[src/rtl/mux_scan_sampler_if.sv]
// Handshake and mux-side bundle for mux_scan_sampler.
// master: sampler side (drives sel_o/busy/result); slave: host/consumer side.
interface mux_scan_sampler_if #(
  parameter int N = 9,
  parameter int m = 4
);
  logic         start;
  logic         abort;
  logic [m-1:0] sel_o;
  logic         mout_i;
  logic         busy;
  logic         res_valid;
  logic         res_ready;
  logic [N-1:0] res_data;

  modport master (
    input  start, abort, mout_i, res_ready,
    output sel_o, busy, res_valid, res_data
  );

  modport slave (
    output start, abort, mout_i, res_ready,
    input  sel_o, busy, res_valid, res_data
  );
endinterface

[src/rtl/mux_scan_sampler.sv]
// Steps an N:1 mux select 0..N-1, settles, samples each bit into a snapshot.
// Ports: clk, rst (sync, active-high), bus (start/abort/sel/mout/busy/result).
module mux_scan_sampler #(
  parameter int N      = 9,
  parameter int m      = 4,
  parameter int SETTLE = 2,
  parameter int CW     = 4
) (
  input  logic                 clk,
  input  logic                 rst,
  mux_scan_sampler_if.master   bus
);

  typedef enum logic [1:0] {
    S_IDLE,
    S_SETTLE,
    S_SAMPLE,
    S_VALID
  } state_t;

  localparam bit HAS_SETTLE = (SETTLE > 0);
  localparam logic [CW-1:0] CNT_LAST =
    HAS_SETTLE ? CW'(SETTLE - 1) : '0;
  localparam logic [m-1:0] SEL_LAST = m'(N - 1);

  state_t       state_q, state_d;
  logic [m-1:0] sel_q, sel_d;
  logic [CW-1:0] cnt_q, cnt_d;
  logic [N-1:0] data_q, data_d;
  logic         busy_q, valid_q;

  always_ff @(posedge clk) begin
    if (rst) begin
      state_q <= S_IDLE;
      sel_q   <= '0;
      cnt_q   <= '0;
      data_q  <= '0;
      busy_q  <= 1'b0;
      valid_q <= 1'b0;
    end else begin
      state_q <= state_d;
      sel_q   <= sel_d;
      cnt_q   <= cnt_d;
      data_q  <= data_d;
      // registered decodes of the upcoming state
      busy_q  <= (state_d == S_SETTLE) ||
                 (state_d == S_SAMPLE);
      valid_q <= (state_d == S_VALID);
    end
  end

  always_comb begin
    state_d = state_q;
    sel_d   = sel_q;
    cnt_d   = cnt_q;
    data_d  = data_q;
    unique case (state_q)
      S_IDLE: begin
        sel_d = '0;
        if (bus.start) begin
          cnt_d   = '0;
          state_d = HAS_SETTLE ? S_SETTLE : S_SAMPLE;
        end
      end
      S_SETTLE: begin
        if (bus.abort) begin
          state_d = S_IDLE;
          sel_d   = '0;
          cnt_d   = '0;
        end else begin
          cnt_d = cnt_q + 1'b1;
          if (cnt_q == CNT_LAST) begin
            state_d = S_SAMPLE;
          end
        end
      end
      S_SAMPLE: begin
        if (bus.abort) begin
          // abort wins over the sample, even the last one
          state_d = S_IDLE;
          sel_d   = '0;
          cnt_d   = '0;
        end else begin
          for (int i = 0; i < N; i++) begin
            if (sel_q == m'(i)) begin
              data_d[i] = bus.mout_i;
            end
          end
          if (sel_q == SEL_LAST) begin
            state_d = S_VALID;
          end else begin
            sel_d   = sel_q + 1'b1;
            cnt_d   = '0;
            state_d = HAS_SETTLE ? S_SETTLE : S_SAMPLE;
          end
        end
      end
      S_VALID: begin
        if (bus.res_ready) begin
          state_d = S_IDLE;
          sel_d   = '0;
        end
      end
    endcase
  end

  assign bus.sel_o     = sel_q;
  assign bus.busy      = busy_q;
  assign bus.res_valid = valid_q;
  assign bus.res_data  = data_q;

endmodule

[src/flat_wrapper.sv]
// flat-port wrapper written by rule: the top's interface ports become plain ports
module mux_scan_sampler_flat 
#(
  parameter int N      = 9,
  parameter int m      = 4,
  parameter int SETTLE = 2,
  parameter int CW     = 4
)
  (clk, rst, bus_start, bus_abort, bus_mout_i, bus_res_ready, bus_sel_o, bus_busy, bus_res_valid, bus_res_data);
  mux_scan_sampler_if #(.N(N), .m(m)) bus_i ();
  input  logic clk;
  input  logic rst;
  input wire logic [$bits(bus_i.start)-1:0] bus_start;
  input wire logic [$bits(bus_i.abort)-1:0] bus_abort;
  input wire logic [$bits(bus_i.mout_i)-1:0] bus_mout_i;
  input wire logic [$bits(bus_i.res_ready)-1:0] bus_res_ready;
  output wire logic [$bits(bus_i.sel_o)-1:0] bus_sel_o;
  output wire logic [$bits(bus_i.busy)-1:0] bus_busy;
  output wire logic [$bits(bus_i.res_valid)-1:0] bus_res_valid;
  output wire logic [$bits(bus_i.res_data)-1:0] bus_res_data;
  assign bus_i.start = bus_start;
  assign bus_i.abort = bus_abort;
  assign bus_i.mout_i = bus_mout_i;
  assign bus_i.res_ready = bus_res_ready;
  assign bus_sel_o = bus_i.sel_o;
  assign bus_busy = bus_i.busy;
  assign bus_res_valid = bus_i.res_valid;
  assign bus_res_data = bus_i.res_data;
  mux_scan_sampler #(.N(N), .m(m), .SETTLE(SETTLE), .CW(CW)) u_core (.clk(clk), .rst(rst), .bus(bus_i));
endmodule
[config.mk]
export PLATFORM = sky130hd
export DESIGN_NAME = mux_scan_sampler_flat
export DESIGN_NICKNAME = d
export VERILOG_FILES = /design/src/rtl/mux_scan_sampler_if.sv /design/src/rtl/mux_scan_sampler.sv /design/src/flat_wrapper.sv
export SDC_FILE = /design/constraint.sdc
export NUM_CORES = 1
export LEC_CHECK = 0
export CAP_MARGIN = 20
export CORE_ASPECT_RATIO = 1.5
export CORE_UTILIZATION = 50
export CTS_BUF_LIST = sky130_fd_sc_hd__clkbuf_4
export DETAILED_ROUTE_END_ITERATION = 16
export PLACE_DENSITY = 0.77
export SKIP_CTS_REPAIR_TIMING = 1
export SYNTH_ARGS = -nofsm -noshare
export SYNTH_HDL_FRONTEND = slang
export SYNTH_SLANG_ARGS = --single-unit
[constraint.sdc]
create_clock -name clk -period 3.5 [get_ports clk]
set_input_delay 0.525 -clock clk [delete_from_list [all_inputs] [get_ports clk]]
set_output_delay 0.525 -clock clk [all_outputs]
set_load 0.01 [all_outputs]
==> flow_summary.yaml <==
synth:
  synth_async_sr_flop_share_pct: 0
  synth_ff_type: "dfxtp_1"
  yosys_warnings: 0
  ys_ff_latch: 21
  muxShareOfSynthArea_pct: 0.895
  synth-seq-area-share_pct: 37.6
  syn-mean-instance-area_um2: 8.74
  synth-xor-area-share_pct: 0
  synth_cells: 128
  synth_top_cell_area_share_pct: 37.6
  synthesis.area_mm2: 0.00112
  synthSimpleGateAreaFrac_pct: 24.3
  synthAdderAreaFrac_pct: 7.83
  yosys.area.top_type: "dfxtp_1"
  synth_area_leaders: "dfxtp_1, ha_1, o31ai_1, nand4_1, a21oi_1"
  synthesis.nets: 141
  ys_types: 31
  synth_compound_area_share_pct: 22.4
  synth_top_family_by_area: "simple AND/OR/NAND/NOR gates"
  ys_top_cells_by_count: "dfxtp_1, a21oi_1"
  synth_edf_count: 0
  synthMostInstantiatedCell: "dfxtp_1"
cells_and_area:
  area_growth_pct: 19.7
  antenna_cells: 0
  multi_input_area_um2: 619
  fillers: 174
  fin_nets: 158
  drive_above_1_share_pct: 8.33
  register_area_um2: 420
critical_path:
  worstSetupPathType: "reg2reg"
  critical_path.max_stage_delay_ns: 0.46
  cp_cell_sequence: "ha_1 > or3b_2 > o31ai_1 > a22o_1 > ha_1 > nor2b_1"
  arrival_ns: 2.28
  cp_max_fo: 6
  rr_worst_depth: 6
  crit_slowest_cell: "or3b_2"
  required_ns: 3.68
  worst_setup_path_start_kind: "flop"
  cp_top_family: "simple AND/OR/NAND/NOR gates"
  cp_common_cell: "ha_1"
  crit_buf_inv: 0
  crit_path_end_kind: "flop"
  cp_num_cells: 6
cts:
  cts_tree: "yes"
  ctsRootBufferMaster: "clkbuf_4"
  cts_made_buffers: 3
  clk_latency_ns: 0.31
  cts_sinks: 21
  cts_max_path_buffers: 2
  clkTransAtPathRegs_ns: 0.11
  h-tree-depth: 1
global_route:
  grt_pass1_vias: 956
  grt_pass1_wl_mm: 4.13
  grt_usage_pct: 24.3
  grt_max_degree: 25
  antenna_found_initial: 0
  gr-total-overflow: 0
routing:
  vias: 1016
  dr.pass1.iters: 4
  drt-total-wl_mm: 2.41
  wire_per_inst_um: 14.5
  drcViolationCount: 0
  detail-route-antenna-nets: 0
  first_iter_violations: 26
  viasPerCell: 6.12
floorplan:
  dieHeight_um: 59.9
  dieArea_mm2: 0.00243
  ioPinCount: 21
  core_area_mm2: 0.00208
  initial_core_util_pct: 53.9
  die_x_um: 40.6
  fp-row-count: 20
worst_hold_path:
  hp-class: "reg2reg"
  hold_depth: 2
timing:
  finalSetupTns_ns: 0
  fin_crit_ns: 2.09
  hold_viol_final: 0
  drv_slew: 0
  finalSetupViolCount: 0
  hold_ws_ns: 0.481
  fin_crit_sh_pct: 59.8
  finClkSkew_ns: 0.00292
  clock.fmax_mhz: 478
  tightest_slew_ns: 0.820
  rsz0062_at_grt: "false"
  timing.slew.headroom_pct: 45.2
outcome:
  status: "complete, no violations"
power:
  power_density_mw_per_mm2: 300
  vdd_ir_drop_max_mv: 0.191
  leakage_nw: 0.439
run:
  maxCapViolCount: 0
placement:
  hpwl_mm: 1.71
  gp_congestion: 0.811
  port_buffers: 20
[layer usage]
metal / vias up / part of all wire [%] / global-route usage, %
met5: - / 0 / 0
met3: 4 / 3.0 / 4.46
met4: 0 / 1.6 / 14.3
met1: 479 / 44 / 29.7
met2: 25 / 51 / 37.9
li1: 508 / - / -
[worst paths after layout]
| kind | start | to | slack [ns] |
|---|---|---|---|
| min | u_core.bus.res_data[5]$_SDFFE_PP0P_ | u_core.bus.res_data[5]$_SDFFE_PP0P_ | 0.48 |
| min reg2reg | u_core.bus.res_data[5]$_SDFFE_PP0P_ | u_core.bus.res_data[5]$_SDFFE_PP0P_ | 0.48 |
| max | u_core.cnt_q[0]$_SDFFE_PP0P_ | u_core.bus.busy$_SDFF_PP0_ | 1.41 |
| max reg2reg | u_core.cnt_q[0]$_SDFFE_PP0P_ | u_core.bus.busy$_SDFF_PP0_ | 1.41 |
[registers in the layout, summed over array words and instances, names as in the netlist]
name and flops:
u_core.cnt_q 4, u_core.bus.busy 1, u_core.bus.res_data 9, u_core.state_q 2
u_core.bus.sel_o 4, u_core.bus.res_valid 1
[final cells by class]
class / count / area share (%)
multi-input combinational: 89 / 46.3
sequential: 21 / 31.4
timing repair buffer: 21 / 15.5
inverter: 9 / 2.52
clock buffer: 4 / 2.24
tap: 22 / 2.06
[through the flow]
step                instance area (µm²)  setup WS (ns)  power, mW  std cells  util [%]
finish                             1340           1.41      0.402        166      64.5
detailed placement                 1310           1.15      0.281        162      63.0
global route                       1340           1.25      0.422        166      64.5
floorplan                          1120           1.65      0.268        128         -
CTS                                1340           1.40      0.405        166      64.5
global placement                   1310           1.21      0.279        162      63.0
[cells by family after synthesis]
kind of cell             Yosys count
flip-flops                        21
AO/OA/AOI/OAI                     35
multiplexers                       1
buffers and inverters             18
adder cells (fa/ha/maj)            7
AND/OR/NAND/NOR                   46
[where the power goes]
group | leakage [nW] | switching, mW | internal, mW
sequential | 0.170 | 0.00352 | 0.241
clock | 0.0184 | 0.0744 | 0.0523
combinational | 0.251 | 0.0164 | 0.0135
[placed cells by master, fill, tap and decap left out, drive strengths merged]
master | netlist | routed
nand2b | 2 | 2
a221oi | 3 | 3
a22o | 1 | 1
a21oi | 10 | 10
or3b | 2 | 2
nand3 | 3 | 3
nand3b | 1 | 1
dfxtp | 21 | 21
or2b | 1 | 1
or4 | 2 | 2
a311oi | 3 | 3
clkbuf | 5 | 4
nor3b | 3 | 3
buf | 4 | 1
a41oi | 2 | 2
o21ai | 2 | 2
nor3 | 3 | 3
nand2 | 9 | 9
o31ai | 9 | 9
and3b | 1 | 1
nor2b | 5 | 5
a31o | 4 | 4
nor2 | 5 | 5
inv | 9 | 9
ha | 7 | 7
clkdlybuf4s50 | 0 | 20
o311ai | 1 | 1
mux2i | 1 | 1
nand4 | 9 | 9
[worst reg2reg max path, cell delays in order, from the launching register on]
cell and delay [ns]:
dfxtp_1 0.45, ha_1 0.18, or3b_2 0.46, o31ai_1 0.30, a22o_1 0.21, ha_1 0.23, nor2b_1 0.12
No activity file was read; power rests on OpenSTA's default activity.
